--- src/rtl/latch_bank_arbiter.sv ---
`timescale 1ns/1ps
`default_nettype none
// ============================================================================
// Module      : latch_bank_arbiter
// Description : Round-robin arbiter that sequences writes from two requesters
//               into a bank of four D latches using setup/gate/hold timing.
// Revision    : 1.0 - initial release
// ============================================================================

module latch_bank_arbiter #(
    parameter int DATA_W    = 8,
    parameter int SETUP_CYC = 1,
    parameter int GATE_CYC  = 2,
    parameter int HOLD_CYC  = 1
) (
    input  logic              clk,
    input  logic              rst_n,
    input  logic              req0,
    input  logic              req1,
    input  logic [1:0]        addr0,
    input  logic [1:0]        addr1,
    input  logic [DATA_W-1:0] din0,
    input  logic [DATA_W-1:0] din1,
    output logic              gnt0,
    output logic              gnt1,
    output logic              done0,
    output logic              done1,
    output logic [DATA_W-1:0] lat_d,
    output logic [3:0]        lat_en,
    output logic              busy
);

    localparam int c_MAX_SG  = (SETUP_CYC > GATE_CYC) ? SETUP_CYC : GATE_CYC;
    localparam int c_MAX_CYC = (c_MAX_SG > HOLD_CYC) ? c_MAX_SG : HOLD_CYC;
    localparam int c_CNT_W   = (c_MAX_CYC > 1) ? $clog2(c_MAX_CYC) : 1;

    localparam logic [c_CNT_W-1:0] c_SETUP_LD = c_CNT_W'(SETUP_CYC - 1);
    localparam logic [c_CNT_W-1:0] c_GATE_LD  = c_CNT_W'(GATE_CYC - 1);
    localparam logic [c_CNT_W-1:0] c_HOLD_LD  = c_CNT_W'(HOLD_CYC - 1);

    typedef enum logic [1:0] {
        ST_IDLE  = 2'd0,
        ST_SETUP = 2'd1,
        ST_GATE  = 2'd2,
        ST_HOLD  = 2'd3
    } state_t;

    state_t              state_q, state_d;
    logic [c_CNT_W-1:0]  cnt_q, cnt_d;
    logic                winner_q, winner_d;
    logic [1:0]          addr_q, addr_d;
    logic [DATA_W-1:0]   lat_d_q, lat_d_d;
    logic                ptr_q, ptr_d;

    logic                w_win;
    logic                w_first_setup;
    logic                w_last_hold;

    // With both requesting the pointer decides; otherwise the sole requester wins.
    assign w_win = (req0 && req1) ? ptr_q : req1;

    always_ff @(posedge clk or negedge rst_n) begin
        if (!rst_n) begin
            state_q  <= ST_IDLE;
            cnt_q    <= '0;
            winner_q <= 1'b0;
            addr_q   <= 2'd0;
            lat_d_q  <= '0;
            ptr_q    <= 1'b0;
        end else begin
            state_q  <= state_d;
            cnt_q    <= cnt_d;
            winner_q <= winner_d;
            addr_q   <= addr_d;
            lat_d_q  <= lat_d_d;
            ptr_q    <= ptr_d;
        end
    end

    always_comb begin
        state_d  = state_q;
        cnt_d    = cnt_q;
        winner_d = winner_q;
        addr_d   = addr_q;
        lat_d_d  = lat_d_q;
        ptr_d    = ptr_q;
        unique case (state_q)
            ST_IDLE: begin
                if (req0 || req1) begin
                    winner_d = w_win;
                    addr_d   = w_win ? addr1 : addr0;
                    lat_d_d  = w_win ? din1 : din0;
                    cnt_d    = c_SETUP_LD;
                    state_d  = ST_SETUP;
                end
            end
            ST_SETUP: begin
                if (cnt_q == '0) begin
                    cnt_d   = c_GATE_LD;
                    state_d = ST_GATE;
                end else begin
                    cnt_d = cnt_q - 1'b1;
                end
            end
            ST_GATE: begin
                if (cnt_q == '0) begin
                    cnt_d   = c_HOLD_LD;
                    state_d = ST_HOLD;
                end else begin
                    cnt_d = cnt_q - 1'b1;
                end
            end
            ST_HOLD: begin
                if (cnt_q == '0) begin
                    ptr_d   = ~winner_q;
                    state_d = ST_IDLE;
                end else begin
                    cnt_d = cnt_q - 1'b1;
                end
            end
            default: state_d = ST_IDLE;
        endcase
    end

    // Outputs decode the async-reset state directly, so reset clears them at once.
    assign w_first_setup = (state_q == ST_SETUP) && (cnt_q == c_SETUP_LD);
    assign w_last_hold   = (state_q == ST_HOLD) && (cnt_q == '0);

    assign gnt0   = w_first_setup && !winner_q;
    assign gnt1   = w_first_setup &&  winner_q;
    assign done0  = w_last_hold && !winner_q;
    assign done1  = w_last_hold &&  winner_q;
    assign busy   = (state_q != ST_IDLE);
    assign lat_d  = lat_d_q;
    assign lat_en = (state_q == ST_GATE) ? (4'b0001 << addr_q) : 4'b0000;

endmodule

`default_nettype wire

--- config.mk ---
export PLATFORM = sky130hd
export DESIGN_NAME = latch_bank_arbiter
export DESIGN_NICKNAME = d
export VERILOG_FILES = /design/src/rtl/latch_bank_arbiter.sv
export SDC_FILE = /design/constraint.sdc
export NUM_CORES = 1
export LEC_CHECK = 0
export ABC_CLOCK_PERIOD_IN_PS = 4000
export CELL_PAD_IN_SITES_DETAIL_PLACEMENT = 2
export CELL_PAD_IN_SITES_GLOBAL_PLACEMENT = 2
export CORE_MARGIN = 4
export CORE_UTILIZATION = 23
export CTS_CLUSTER_DIAMETER = 60
export CTS_CLUSTER_SIZE = 40
export DETAILED_ROUTE_END_ITERATION = 8
export PLACE_DENSITY = 0.79
export RECOVER_POWER = 100
export SKIP_CTS_REPAIR_TIMING = 1
export SYNTH_ARGS = -nofsm -noshare
export SYNTH_HDL_FRONTEND = slang
export SYNTH_SLANG_ARGS = --single-unit
--- constraint.sdc ---
create_clock -name clk -period 4 [get_ports clk]
set_input_delay 0.8 -clock clk [delete_from_list [all_inputs] [get_ports clk]]
set_output_delay 0.8 -clock clk [all_outputs]
set_load 0.02 [all_outputs]
* Word-level counts from Yosys, hierarchy flattened
Index checks and enable logic that the tools add are counted.
Storage, ports and cells: input port bits 24, output and inout port bits 17, register bits after elaboration 15, logic and storage cells 45
Cells by class: bitwise logic cells 2, $add $sub $neg 1, equal/unequal tests 7, muxes and demuxes 13, reductions and logical operators 15, shifts and indexed selects 1
Operators with widths (number):
- 2-bit two-way mux | 5
- 8-bit two-way mux | 1
- 2-bit != test, second input constant | 4
- 2-bit one-hot mux with 4 select lines | 1
- 1-bit logical AND | 7
- 2-bit == test, second input constant | 2
- 1-bit two-way mux | 4
- 4-bit two-way mux | 1
- 2-bit AND reduction | 2
- 4-bit AND reduction | 1
- 1-bit by 2-bit << shifter with 4-bit output, first input constant | 1
- 1-bit one-hot mux with 3 select lines | 1
- 2-bit by 1-bit == test with 1-bit output, second input constant | 1
- 2-bit logical NOT | 1
- 1-bit NOT | 2
- 2-bit nonzero test | 1
- 2-bit OR reduction | 1
- 1-bit logical NOT | 1
- 1-bit logical OR | 1
- 1-bit subtractor, second input constant | 1

* Longest topological paths before layout
word-level depth 3, gate-level depth with buffers 6, depth with buffers taken out 5

* Least setup slack after synthesis
Ideal clock, no wire load.
kind reg2out, start reg state_q[0], end out lat_en[0], buffers on the path 0, stages on the path, launching flop included 4, data required time 3.200 ns, setup slack 1.977 ns, data arrival time 1.223 ns, path through dfrtp_1 > inv_1 > ha_1 > nor3b_1
On the way: cells in the longest elaborated chain, start to end 2
Ends and longest elaborated chain:
- start, declared | RTL line 48 | state_t state_q, state_d;
- start signal, assigned | RTL line 71 | state_q <= state_d;
- 2-bit == test | RTL line 135 | assign lat_en = (state_q == ST_GATE) ? (4'b0001 << addr_q) : 4'b0000;
- 4-bit two-way mux | RTL line 135
- end, declared | RTL line 29 | output logic [3:0] lat_en,
No other way between the ends.

* Worst setup path after layout
Ends and elaborated chain as after synthesis.

==> impl_metrics.env <==
export IMPL_period_minus_slack_ps=2730
export IMPL_final_layout_size_suffix_gt1_share_pct=5.30
export IMPL_crit_chain="inv_1, ha_1, nor3b_1, dlygate4sd3_1"
export IMPL_start_kind="register"
export IMPL_antennaDiodeCount=0
export IMPL_die_area_mm2=0.00469
export IMPL_synth_cells=94
export IMPL_start_util_pct=24.4
export IMPL_hp_class="reg -> reg"
export IMPL_cts_tree="yes"
export IMPL_finalSetupViolCount=0
export IMPL_first_pass_iters=4
export IMPL_critPathKind="reg -> out"
export IMPL_ant_nets=0
export IMPL_dp_hpwl_um=2270
export IMPL_synthesis_area_um2=841
export IMPL_drt_iter0_markers=28
export IMPL_worstPathMaxFanout=6
export IMPL_dieWidth_um=68.5
export IMPL_core_area_mm2=0.00344
export IMPL_p_per_area_mw_per_mm2=705
export IMPL_ys_seq_elements=15
export IMPL_synth_edff_count=0
export IMPL_final_hold_viol_count=0
export IMPL_cts_root_buf="clkbuf_8"
export IMPL_rsz0062_at_grt="false"
export IMPL_fin_nets=161
export IMPL_fmax_mhz=366
export IMPL_worst_path_stages=4
export IMPL_status="completed"
export IMPL_routed_wl_um=2890
export IMPL_crit_reg2reg_launch="state_q[1]"
export IMPL_worst_pin_slew_ps=722
export IMPL_worst_slack_ps=1270
export IMPL_synth_nets=122
export IMPL_slew_violations=0
export IMPL_avgRoutedWirePerCell_um=16.2
export IMPL_syn_to_final_growth_pct=54.6
export IMPL_stdcell_area_mm2=0.00130
export IMPL_finalSetupTns_ps=0
export IMPL_max_stage_delay_ps=710
export IMPL_drc_errors=0
export IMPL_grt_pass1_vias=932
export IMPL_path_buf_inv=2
export IMPL_cts_buffers=3
export IMPL_gr_total_overflow=0
export IMPL_cp_end_kind="output pin"
export IMPL_clock_sinks=15
export IMPL_clock_skew_ps=1.58
export IMPL_relSlewSlack_pct=51.7
export IMPL_viasPerCell=4.81
export IMPL_place_port_buffers=40
export IMPL_num_rows=21
export IMPL_ios=41
export IMPL_grt_max_degree=22
export IMPL_num_vias=857
export IMPL_cts_htree_levels=1
export IMPL_timing_final_crit_share_pct=68.3
export IMPL_r2r_slack_ps=2230
export IMPL_clockBufferDepth=2
export IMPL_place_gp_congestion=0.771
export IMPL_mostFrequentLayoutCell="clkdlybuf4s50_1"
export IMPL_cts_reportedPaths_clkPinSlew_ps=60
export IMPL_ys_types=25
export IMPL_fin_worst_hold_slack_ps=534
export IMPL_grt_pass1_wl_um=4490
export IMPL_slowest_stage="dlygate4sd3_1"
export IMPL_synth_flop_cell="dfrtp_1"
export IMPL_postPlaceCellArea_mm2=0.00126
export IMPL_die_height_um=68.5
export IMPL_final_cell_mix="clkdlybuf4s50_1, dlygate4sd3_1, dfrtp_1"
export IMPL_yosysWarnings=0
export IMPL_drv_cap=0
export IMPL_worstPathArrival_ps=1930
export IMPL_critical_path_top_delay_family="buffers and inverters"
export IMPL_clock_latency_ps=250
export IMPL_num_fill_cells=395
export IMPL_power_leakage_nw=0.545
export IMPL_rr_worst_depth=5
export IMPL_holdPathEnd="cnt_q"
export IMPL_track_usage_pct=13.3
export IMPL_place_ws_ps=1330
export IMPL_worstHoldStart="cnt_q"
export IMPL_ir_worst_vdd_mv=0.294
export IMPL_crit_required_ps=3200
export IMPL_r2r_end="lat_d[3]"
export IMPL_syn_avg_cell_area_um2=8.94
export IMPL_whs_path_depth=2
export IMPL_ys_seq_area_share_pct=44.6
export IMPL_async_flop_share_pct=100
export IMPL_antenna_found_initial=0
## worst reg2reg max path, cell delays in order, from the launching register on
cell	delay [ps]
dfrtp_1	420
inv_1	100
ha_1	250
o21a_1	610
nor2_1	110
a31oi_1	190
## flip-flops by register name, indices dropped and copies added, names as in the netlist
signal	count
winner_q	1
state_q	2
ptr_q	1
cnt_q	1
lat_d	8
addr_q	2
## power breakdown
part           leakage, nW  internal, mW  switching [mW]
Sequential           0.171         0.231          0.0570
Clock               0.0228        0.0706          0.0532
Combinational        0.351         0.221           0.284
Total                0.545         0.522           0.394
## worst max path at each step
stage,start,to,slack [ps]
floorplan,state_q[0],lat_en[0],1980
global placement,req1,winner_q,1480
detailed placement,req1,winner_q,1330
CTS,state_q[0],lat_en[0],1270
global route,state_q[0],lat_en[0],1120
finish,state_q[0],lat_en[0],1270
## per-stage QoR
stage	util, %	instances	total power [mW]
finish	37.8	178	0.917
global route	37.8	178	1.00
CTS	38.0	178	0.982
detailed placement	36.7	174	0.851
global placement	36.7	174	0.815
floorplan	-	94	0.608
## layout make-up
cell class	count	area [µm²]	share of cell area, %
Tap cell	46	57.6	4.43
Multi-Input combinational cell	67	399	30.7
Inverter	6	22.5	1.73
Sequential cell	15	375	28.9
Timing Repair Buffer	40	400	30.8
Clock buffer	4	45.0	3.46
## kinds of logic after synthesis
logic type | count (synthesis) | share of synthesized area, %
AO/OA/AOI/OAI | 26 | 18.9
buffers and inverters | 12 | 6.84
AND/OR/NAND/NOR | 36 | 21.9
flip-flops | 15 | 44.6
multiplexers | 1 | 1.79
adder cells (fa/ha/maj) | 4 | 5.95
## metal layers
metal / GRT usage (%) / part of all wire (%)
met1: 15.0 / 41
met2: 23.5 / 54
met5: 0 / 0
met4: 4.47 / 0.35
met3: 4.11 / 5.0
## synth_stat cells, types with 2 or more instances
cell type,n,area (µm²)
a31oi_1,10,62.6
and3_2,2,15.0
buf_2,4,20.0
buf_4,2,15.0
dfrtp_1,15,375
ha_1,4,50.1
inv_1,6,22.5
nand2_1,3,11.3
nand3_1,10,50.1
nor2_1,14,52.6
o21ai_0,10,50.1
Power figures use the tool's default switching activity.
